$ cat src/rtl/uart_rx_controller.sv
// ============================================================================
// uart_rx_controller : UART receive-path configuration sequencer + 4-deep frame FIFO
// Rev 1.0
// ============================================================================
`timescale 1ns/1ps
`default_nettype none

module uart_rx_controller #(
  parameter int IDLE_CYCLES   = 160,
  parameter int SETTLE_CYCLES = 16
) (
  input  logic       clk,
  input  logic       rst,
  input  logic       cfg_valid,
  output logic       cfg_ready,
  input  logic [2:0] cfg_baud,
  input  logic       cfg_parity,
  input  logic       cfg_parity_type,
  input  logic       cfg_stop_bits,
  input  logic [3:0] cfg_frame_length,
  output logic       cfg_error,
  input  logic       Rx,
  output logic [2:0] baud,
  output logic       baud_ready,
  output logic       uart_rst,
  output logic       parity,
  output logic       parity_type,
  output logic       stop_bits,
  output logic [3:0] frame_length,
  input  logic [8:0] frame,
  input  logic       frame_valid,
  output logic [8:0] data_out,
  output logic       data_valid,
  input  logic       data_ready,
  output logic       overflow
);

  localparam int MAX_CNT = (IDLE_CYCLES > SETTLE_CYCLES) ? IDLE_CYCLES : SETTLE_CYCLES;
  localparam int CNT_W   = $clog2(MAX_CNT) + 1;

  typedef enum logic [2:0] {
    S_SETTLE = 3'd0,
    S_RUN    = 3'd1,
    S_DRAIN  = 3'd2,
    S_HALT   = 3'd3,
    S_APPLY  = 3'd4
  } state_t;

  state_t           state_q, state_d;
  logic [CNT_W-1:0] cnt_q, cnt_d;
  logic             cfg_ready_q, baud_ready_q, uart_rst_q, cfg_error_q, overflow_q;
  logic             accept, reject, cfg_legal, rst_hold_d;

  logic [2:0] baud_q, sh_baud_q;
  logic       parity_q, parity_type_q, stop_bits_q;
  logic       sh_parity_q, sh_parity_type_q, sh_stop_bits_q;
  logic [3:0] frame_length_q, sh_frame_length_q;

  logic       fv_q, fv_prev_q, push_q;
  logic [8:0] frame_q, push_data_q;

  logic [8:0] mem_q [4];
  logic [1:0] wr_ptr_q, rd_ptr_q;
  logic [2:0] count_q;
  logic       fifo_full, pop, do_push, drop;

  assign cfg_legal = (cfg_frame_length >= 4'd5) && (cfg_frame_length <= 4'd8);

  always_comb begin
    state_d = state_q;
    cnt_d   = cnt_q;
    accept  = 1'b0;
    reject  = 1'b0;
    case (state_q)
      S_SETTLE: begin
        if (cnt_q == CNT_W'(SETTLE_CYCLES - 1)) begin
          state_d = S_RUN;
          cnt_d   = '0;
        end else begin
          cnt_d = cnt_q + CNT_W'(1);
        end
      end
      S_RUN: begin
        if (cfg_valid && cfg_ready_q) begin
          if (cfg_legal) begin
            accept  = 1'b1;
            state_d = S_DRAIN;
            cnt_d   = '0;
          end else begin
            reject = 1'b1;
          end
        end
      end
      S_DRAIN: begin
        // Any low bit on the line restarts the whole idle window.
        if (!Rx) begin
          cnt_d = '0;
        end else if (cnt_q == CNT_W'(IDLE_CYCLES - 1)) begin
          state_d = S_HALT;
          cnt_d   = '0;
        end else begin
          cnt_d = cnt_q + CNT_W'(1);
        end
      end
      S_HALT:  state_d = S_APPLY;
      S_APPLY: begin
        state_d = S_SETTLE;
        cnt_d   = '0;
      end
      default: begin
        state_d = S_SETTLE;
        cnt_d   = '0;
      end
    endcase
  end

  assign rst_hold_d = (state_d == S_HALT) || (state_d == S_APPLY) || (state_d == S_SETTLE);

  always_ff @(posedge clk or posedge rst) begin
    if (rst) begin
      state_q      <= S_SETTLE;
      cnt_q        <= '0;
      cfg_ready_q  <= 1'b0;
      baud_ready_q <= 1'b0;
      uart_rst_q   <= 1'b1;
      cfg_error_q  <= 1'b0;
    end else begin
      state_q      <= state_d;
      cnt_q        <= cnt_d;
      cfg_ready_q  <= (state_d == S_RUN);
      baud_ready_q <= ~rst_hold_d;
      uart_rst_q   <= rst_hold_d;
      cfg_error_q  <= reject;
    end
  end

  // Shadow copies hold a pending request; live settings only move in APPLY.
  always_ff @(posedge clk or posedge rst) begin
    if (rst) begin
      baud_q            <= 3'b010;
      parity_q          <= 1'b1;
      parity_type_q     <= 1'b0;
      stop_bits_q       <= 1'b1;
      frame_length_q    <= 4'd8;
      sh_baud_q         <= 3'b010;
      sh_parity_q       <= 1'b1;
      sh_parity_type_q  <= 1'b0;
      sh_stop_bits_q    <= 1'b1;
      sh_frame_length_q <= 4'd8;
    end else begin
      if (accept) begin
        sh_baud_q         <= cfg_baud;
        sh_parity_q       <= cfg_parity;
        sh_parity_type_q  <= cfg_parity_type;
        sh_stop_bits_q    <= cfg_stop_bits;
        sh_frame_length_q <= cfg_frame_length;
      end
      if (state_q == S_APPLY) begin
        baud_q         <= sh_baud_q;
        parity_q       <= sh_parity_q;
        parity_type_q  <= sh_parity_type_q;
        stop_bits_q    <= sh_stop_bits_q;
        frame_length_q <= sh_frame_length_q;
      end
    end
  end

  always_ff @(posedge clk or posedge rst) begin
    if (rst) begin
      fv_q        <= 1'b0;
      fv_prev_q   <= 1'b0;
      frame_q     <= '0;
      push_q      <= 1'b0;
      push_data_q <= '0;
    end else begin
      fv_q        <= frame_valid;
      fv_prev_q   <= fv_q;
      frame_q     <= frame;
      push_q      <= fv_q & ~fv_prev_q & ~uart_rst_q;
      push_data_q <= frame_q;
    end
  end

  assign fifo_full  = (count_q == 3'd4);
  assign data_valid = (count_q != 3'd0);
  assign data_out   = data_valid ? mem_q[rd_ptr_q] : 9'd0;
  assign pop        = data_valid & data_ready;
  assign do_push    = push_q & (~fifo_full | pop);
  assign drop       = push_q & fifo_full & ~pop;

  always_ff @(posedge clk or posedge rst) begin
    if (rst) begin
      for (int i = 0; i < 4; i++) mem_q[i] <= '0;
      wr_ptr_q   <= '0;
      rd_ptr_q   <= '0;
      count_q    <= '0;
      overflow_q <= 1'b0;
    end else begin
      if (do_push) begin
        mem_q[wr_ptr_q] <= push_data_q;
        wr_ptr_q        <= wr_ptr_q + 2'd1;
      end
      if (pop) rd_ptr_q <= rd_ptr_q + 2'd1;
      case ({do_push, pop})
        2'b10:   count_q <= count_q + 3'd1;
        2'b01:   count_q <= count_q - 3'd1;
        default: count_q <= count_q;
      endcase
      if (drop)        overflow_q <= 1'b1;
      else if (accept) overflow_q <= 1'b0;
    end
  end

  assign cfg_ready    = cfg_ready_q;
  assign baud_ready   = baud_ready_q;
  assign uart_rst     = uart_rst_q;
  assign cfg_error    = cfg_error_q;
  assign overflow     = overflow_q;
  assign baud         = baud_q;
  assign parity       = parity_q;
  assign parity_type  = parity_type_q;
  assign stop_bits    = stop_bits_q;
  assign frame_length = frame_length_q;

endmodule

`default_nettype wire

$ cat config.mk
export PLATFORM = sky130hd
export DESIGN_NAME = uart_rx_controller
export DESIGN_NICKNAME = d
export VERILOG_FILES = /design/src/rtl/uart_rx_controller.sv
export SDC_FILE = /design/constraint.sdc
export NUM_CORES = 1
export LEC_CHECK = 0
export CAP_MARGIN = 20
export CORE_ASPECT_RATIO = 0.9
export CORE_MARGIN = 2
export CORE_UTILIZATION = 40
export DETAILED_ROUTE_END_ITERATION = 8
export PLACE_DENSITY = 0.63
export SLEW_MARGIN = 10
export SYNTH_ARGS = -nofsm -noshare
export SYNTH_HDL_FRONTEND = slang
export SYNTH_SLANG_ARGS = --single-unit
$ cat constraint.sdc
create_clock -name clk -period 4.9 [get_ports clk]
set_clock_uncertainty 0.2 [all_clocks]
set_input_delay 0.98 -clock clk [delete_from_list [all_inputs] [get_ports clk]]
set_output_delay 0.98 -clock clk [all_outputs]
set_load 0.02 [all_outputs]
==> results of run 1 <==
[power by group through the flow]
| stage | clock, mW | sequential, mW | combinational, mW |
|---|---|---|---|
| 2_1_floorplan | 0 | 1.35 | 0.783 |
| 3_3_place_gp | 0 | 1.38 | 1.13 |
| 3_5_place_dp | 0 | 1.39 | 1.16 |
| 4_1_cts | 0.887 | 1.39 | 1.16 |
| 5_1_grt | 0.926 | 1.43 | 1.24 |
| 6_report | 0.860 | 1.38 | 1.14 |
[how the worst min path moves through the flow]
stage          cells after the start  slack (ns)       start        endpoint
6_report                           0        0.15  frame_q[4]  push_data_q[4]
5_1_grt                            0        0.16  frame_q[1]  push_data_q[1]
4_1_cts                            0        0.15  frame_q[2]  push_data_q[2]
3_5_place_dp                       0        0.14  frame_q[3]  push_data_q[3]
3_3_place_gp                       0        0.13  frame_q[3]  push_data_q[3]
2_1_floorplan                      0        0.13  frame_q[0]  push_data_q[0]
[kinds of logic after synthesis]
kind of cell | after synthesis | synth area share
AO/OA/AOI/OAI | 29 | 0.0578
XOR/XNOR | 7 | 0.0143
adder cells (fa/ha/maj) | 7 | 0.0222
buffers and inverters | 15 | 0.0161
flip-flops | 101 | 0.593
multiplexers | 68 | 0.210
AND/OR/NAND/NOR | 58 | 0.0870
[through the flow]
step,hold WS (ns),cell area [um2]
floorplan,0.131,4280
global placement,0.133,4920
detailed placement,0.136,4920
CTS,0.151,5290
global route,0.158,5290
finish,0.147,5290
[sequential cells by signal, indices dropped and copies added (netlist names), 2 cells and up]
name / count
sh_frame_length_q: 4
sh_baud_q: 3
baud: 3
frame_q: 9
push_data_q: 9
rd_ptr_q: 2
mem_q: 36
cnt_q: 9
frame_length: 4
state_q: 3
wr_ptr_q: 2
count_q: 3
[synth_stat cells (5+ instances only)]
cell type / count
nand2_2: 5
dfstp_2: 9
mux2_2: 49
and2_1: 11
nor2_1: 6
inv_1: 8
ha_1: 6
nand2_1: 9
mux4_2: 9
dfrtp_1: 92
a21oi_1: 6
mux2_4: 9
[final cells by class]
| class | instances | share of cell area |
|---|---|---|
| Multi-Input combinational cell | 169 | 0.317 |
| Clock inverter | 7 | 0.0270 |
| Sequential cell | 101 | 0.480 |
| Clock buffer | 9 | 0.0426 |
| Tap cell | 129 | 0.0305 |
| Inverter | 8 | 0.00615 |
| Timing Repair Buffer | 52 | 0.0970 |
[worst register-to-register path, delay by kind of cell, from the launching register on]
kind	cells	cell delay, ns
adders and majority gates	2	0.55
and+or+nand+nor	3	0.74
DFF	1	0.41
buffers and inverters	2	0.16
xor gates and xnor gates	2	0.29
[metal layers]
metal	global-route usage	wire length [um]
met1	0.184	3450
met2	0.234	3470
met3	0.0593	474
met4	0.0535	124
met5	0	0
==> qor.txt, run 1 <==
Core box area: 10300 um2
Setup bufs post-CTS: 0
Crit. Startpoint: rd_ptr_q[0]
Mapped Nets: 317
Pre-Repair DR Iteration Count: 6
Hold Buf Count CTS: 0
TritonCTS Buffers: 9
WP data required: 3.72 ns
I/O pin count: 50
Synthesis-stage register bit count: 101
Internal: 2.37 mW
Tot GR Track Use: 0.147
Critical path peak fanout: 11
Synth Instances: 285
Antenna cells: 0
Status: complete, but fails checks
Crit. path cell count: 3
CP max-delay cell: dfrtp_1
Ys async rst share: 1.00
Yosys warnings: 0
Register area share after synthesis: 0.593
Row cnt: 35
First-pass GRT wire length: 13000 um
Initial antenna violation count: 0
Largest net degree at the start of global routing: 73
Fin util: 0.512
Drt total wl: 7520 um
CP arrival: 2.44 ns
Post_cts resized: 0
Nets: 373
Worst setup EP type: primary output
Largest stage delay on the critical path: 0.79 ns
Hold Vio Cnt, Final: 0
Reg2Reg Depth: 9
Sw Pwr: 1.01 mW
H-tree depth: 3
EDFF count, synth: 0
Syn_area_per_cell: 15.0 um2
Synth area leader: dfrtp_1
Most frequent cells in the layout: dfrtp_1, mux2_2, clkdlybuf4s50_1, and2_1
Sequential power share: 0.408
Pre-CTS WS: 1.48 ns
Synthesized area: 4280 um2
Worst r2r src: count_q[0]
Logic gate share of total power: 0.338
Final-report setup violation count: 0
Yosys top cell area share: 0.537
Min Tclk post-route: 3.62 ns
Final Wtd Congestion: 0.790
Reg clk slew, reported paths: 0.07 ns
Non-Filler Instances: 475
Register area: 2540 um2
PortBufs: 49
Number of global-route vias before repair: 2587
Failing checks: DRC
Critical-path cell list: mux4_2 -> and2_1 -> clkdlybuf4s50_1
DIE WIDTH: 113 um
Hpwl dp: 5010 um
Placed Cells: 459
Avg Vias per Cell: 5.10
Net switching share of the total power: 0.299
WP buf/inv: 1
Total number of vias: 2424
Worst slew margin: 0.428
Crit path to: data_out[3]
Path type of the worst min-delay path: register to register
Footprint of the multi-input gates: 1680 um2
Worst-Skew Late Latency: 0.35 ns
Slew @ Worst Pin: 0.858 ns
Setup slack after layout: 1.28 ns
Critical path type: register to primary output
Lkg Pwr: 2.34 nW
Total Power: 3.38 mW
Fmax: 0.276 GHz
Post-route DRC: 2
Die height: 102 um
CP startpoint kind: register
Count of distinct cell types in the synthesized netlist: 46
Clk pwr share: 0.254
Main area contributors after synthesis: dfrtp_1, mux2_2, dfstp_2, mux4_2, mux2_4
Final Cycle Share: 0.740
Drt wl/cell: 15.8 um
TritonCTS clock tree: done
Starting Density: 0.415
Fin Setup TNS: 0 ns
Unrepaired setup endpoints after global routing: no
Max Cap Viol: 0
R2r setup slk: 2.49 ns
CTS Sinks: 101
Grt ovf: 0
Fin. max-slew vios: 0
Die area: 11600 um2
Worst vdd ir: 0.282 mV
CTS max path bufs: 2
Reg-to-reg critical path endpoint: count_q[2]
Detailed router's first-iteration violation count: 48
Layout area overhead: 23.5%
P per Cell Area: 640 nW/um2
CTS root buf: clkbuf_16
CP delay by family, top: flip-flops
Fraction of layout cells with a size suffix above 1: 0.315
Layout filler cell count: 899
Top_reg_cell synth: dfrtp_1
Antenna-violating nets left: 0
Most common cell after layout, fill and taps aside: dfrtp_1
Power figures use the tool's default switching activity.
==> run 2, diff against run 1 <==
clock period = 3.7 ns   (was 4.9 ns; I/O delays follow)
==> qor.txt, run 2 (synthesis gave the netlist of run 1 again) <==
Net switching share of the total power: 0.311
Fmax: 0.305 GHz
First-pass GRT wire length: 12800 um
Drt wl/cell: 15.6 um
P per Cell Area: 810 nW/um2
CP delay by family, top: buffers and inverters
I/O pin count: 50
CTS root buf: clkbuf_16
Unrepaired setup endpoints after global routing: no
H-tree depth: 3
Worst setup EP type: primary output
Largest stage delay on the critical path: 0.53 ns
Post_cts resized: 0
Reg clk slew, reported paths: 0.07 ns
Layout filler cell count: 908
CP startpoint kind: register
Die area: 11600 um2
WP buf/inv: 2
Post-DP Area: 4930 um2
Largest Register: mem_q
Internal: 2.91 mW
Pre-Repair DR Iteration Count: 6
Worst slew margin: 0.582
Antenna cells: 0
CP max-delay cell: dfrtp_1
Starting Density: 0.415
Logic gate share of total power: 0.364
Layout area overhead: 21.9%
Initial antenna violation count: 0
Slew @ Worst Pin: 0.625 ns
Most frequent cells in the layout: dfrtp_1, mux2_2, clkdlybuf4s50_1, and2_1
Post-route cell area: 5220 um2
Clk pwr share: 0.208
Fin Setup TNS: 0 ns
CP arrival: 2.34 ns
Final Wtd Congestion: 0.755
Nets: 373
Non-Filler Instances: 475
Placed Cells: 459
Hpwl dp: 4970 um
Path type of the worst min-delay path: register to register
Max Cap Viol: 0
Worst-Skew Late Latency: 0.33 ns
Critical-path cell list: buf_4 -> mux4_2 -> and2_1 -> clkdlybuf4s50_1
Status: complete, but fails checks
Core box area: 10300 um2
Final Cycle Share: 0.887
R2r setup slk: 1.28 ns
Drt total wl: 7410 um
Number of global-route vias before repair: 2604
CTS max path bufs: 2
Setup bufs post-CTS: 0
Hold Buf Count CTS: 0
Min-delay src: frame_q[5]
PortBufs: 49
Final-report setup violation count: 0
Failing checks: DRC
Total number of vias: 2451
Worst r2r src: count_q[0]
Avg Vias per Cell: 5.16
Hold depth: 0
Critical path type: register to primary output
Detailed router's first-iteration violation count: 92
Post-route DRC: 2
Most common cell after layout, fill and taps aside: dfrtp_1
TritonCTS Buffers: 9
Max reg flops: 36
Reg-to-reg critical path endpoint: count_q[2]
Grt ovf: 0
Largest net degree at the start of global routing: 61
Sw Pwr: 1.32 mW
Hold Vio Cnt, Final: 0
WP data required: 2.76 ns
Pre-CTS WS: 0.541 ns
Lkg Pwr: 2.30 nW
Die height: 102 um
Antenna-violating nets left: 0
CTS Sinks: 101
Critical path peak fanout: 6
Min Tclk post-route: 3.28 ns
Setup slack after layout: 0.418 ns
Reg2Reg Depth: 9
Hold path endpoint: push_data_q[5]
TritonCTS clock tree: done
DIE WIDTH: 113 um
Tot GR Track Use: 0.142
Row cnt: 35
Worst vdd ir: 0.284 mV
Sequential power share: 0.428
Fin. max-slew vios: 0
Fraction of layout cells with a size suffix above 1: 0.312
-- run 2: cell types whose count changed in the layout (fill, tap and decap cells not counted), moves of 2 or more --
cell / before / now
clkinv_4: 0 / 2
bufinv_16: 4 / 0
clkbuf_8: 0 / 2
clkinvlp_4: 0 / 2
inv_6: 2 / 0
-- run 2: worst max-delay path by stage --
| stage | depth (start not counted) | from | to | slack [ns] |
|---|---|---|---|---|
| after global routing | 4 | rd_ptr_q[0] | data_out[0] | 0.30 |
| final | 4 | rd_ptr_q[0] | data_out[8] | 0.42 |
| after CTS | 4 | rd_ptr_q[0] | data_out[8] | 0.38 |
| after detailed placement | 10 | data_ready | count_q[2] | 0.54 |
| after floorplan | 1 | rst | baud[0] | 0.13 |
| after global placement | 10 | data_ready | count_q[2] | 0.59 |
-- run 2: worst reg2reg max path, cell delays in order (launching register included) --
cell and delay (ns):
dfrtp_1 0.41, nor4b_1 0.40, nor2b_1 0.24, inv_1 0.10, ha_1 0.18, inv_1 0.06, fa_1 0.37, xor2_1 0.15
nor2_1 0.11, xor2_1 0.15
-- run 2: stage by stage --
| step | total power, mW | utilization | hold WS (ns) |
|---|---|---|---|
| 6_report | 4.23 | 0.505 | 0.149 |
| 5_1_grt | 4.50 | 0.505 | 0.156 |
| 4_1_cts | 4.29 | 0.505 | 0.150 |
| 3_5_place_dp | 3.39 | 0.477 | 0.135 |
| 3_3_place_gp | 3.33 | 0.477 | 0.134 |
| 2_1_floorplan | 2.83 | - | 0.131 |
-- run 2: power groups by stage --
stage / Sequential (mW) / Clock, mW / Combinational (mW)
3_3_place_gp: 1.81 / 0 / 1.52
6_report: 1.81 / 0.879 / 1.54
2_1_floorplan: 1.79 / 0 / 1.04
3_5_place_dp: 1.83 / 0 / 1.56
5_1_grt: 1.87 / 0.957 / 1.68
4_1_cts: 1.81 / 0.915 / 1.57
-- run 2: area by class of cell --
class	instances	area [um2]	share of cell area
clock buffers	12	256	0.0491
multi-input cells	169	1680	0.321
clock inverters	4	32.5	0.00623
well taps	129	161	0.0309
flip-flops and latches	101	2540	0.486
repair buffers	52	526	0.101
inverters	8	32.5	0.00623
-- run 2: per-layer routing --
metal / routed length [um] / part of all wire / GRT usage
met5: 0 / 0 / 0
met4: 77 / 0.010 / 0.0394
met3: 449 / 0.061 / 0.0575
met2: 3600 / 0.49 / 0.236
met1: 3290 / 0.44 / 0.174
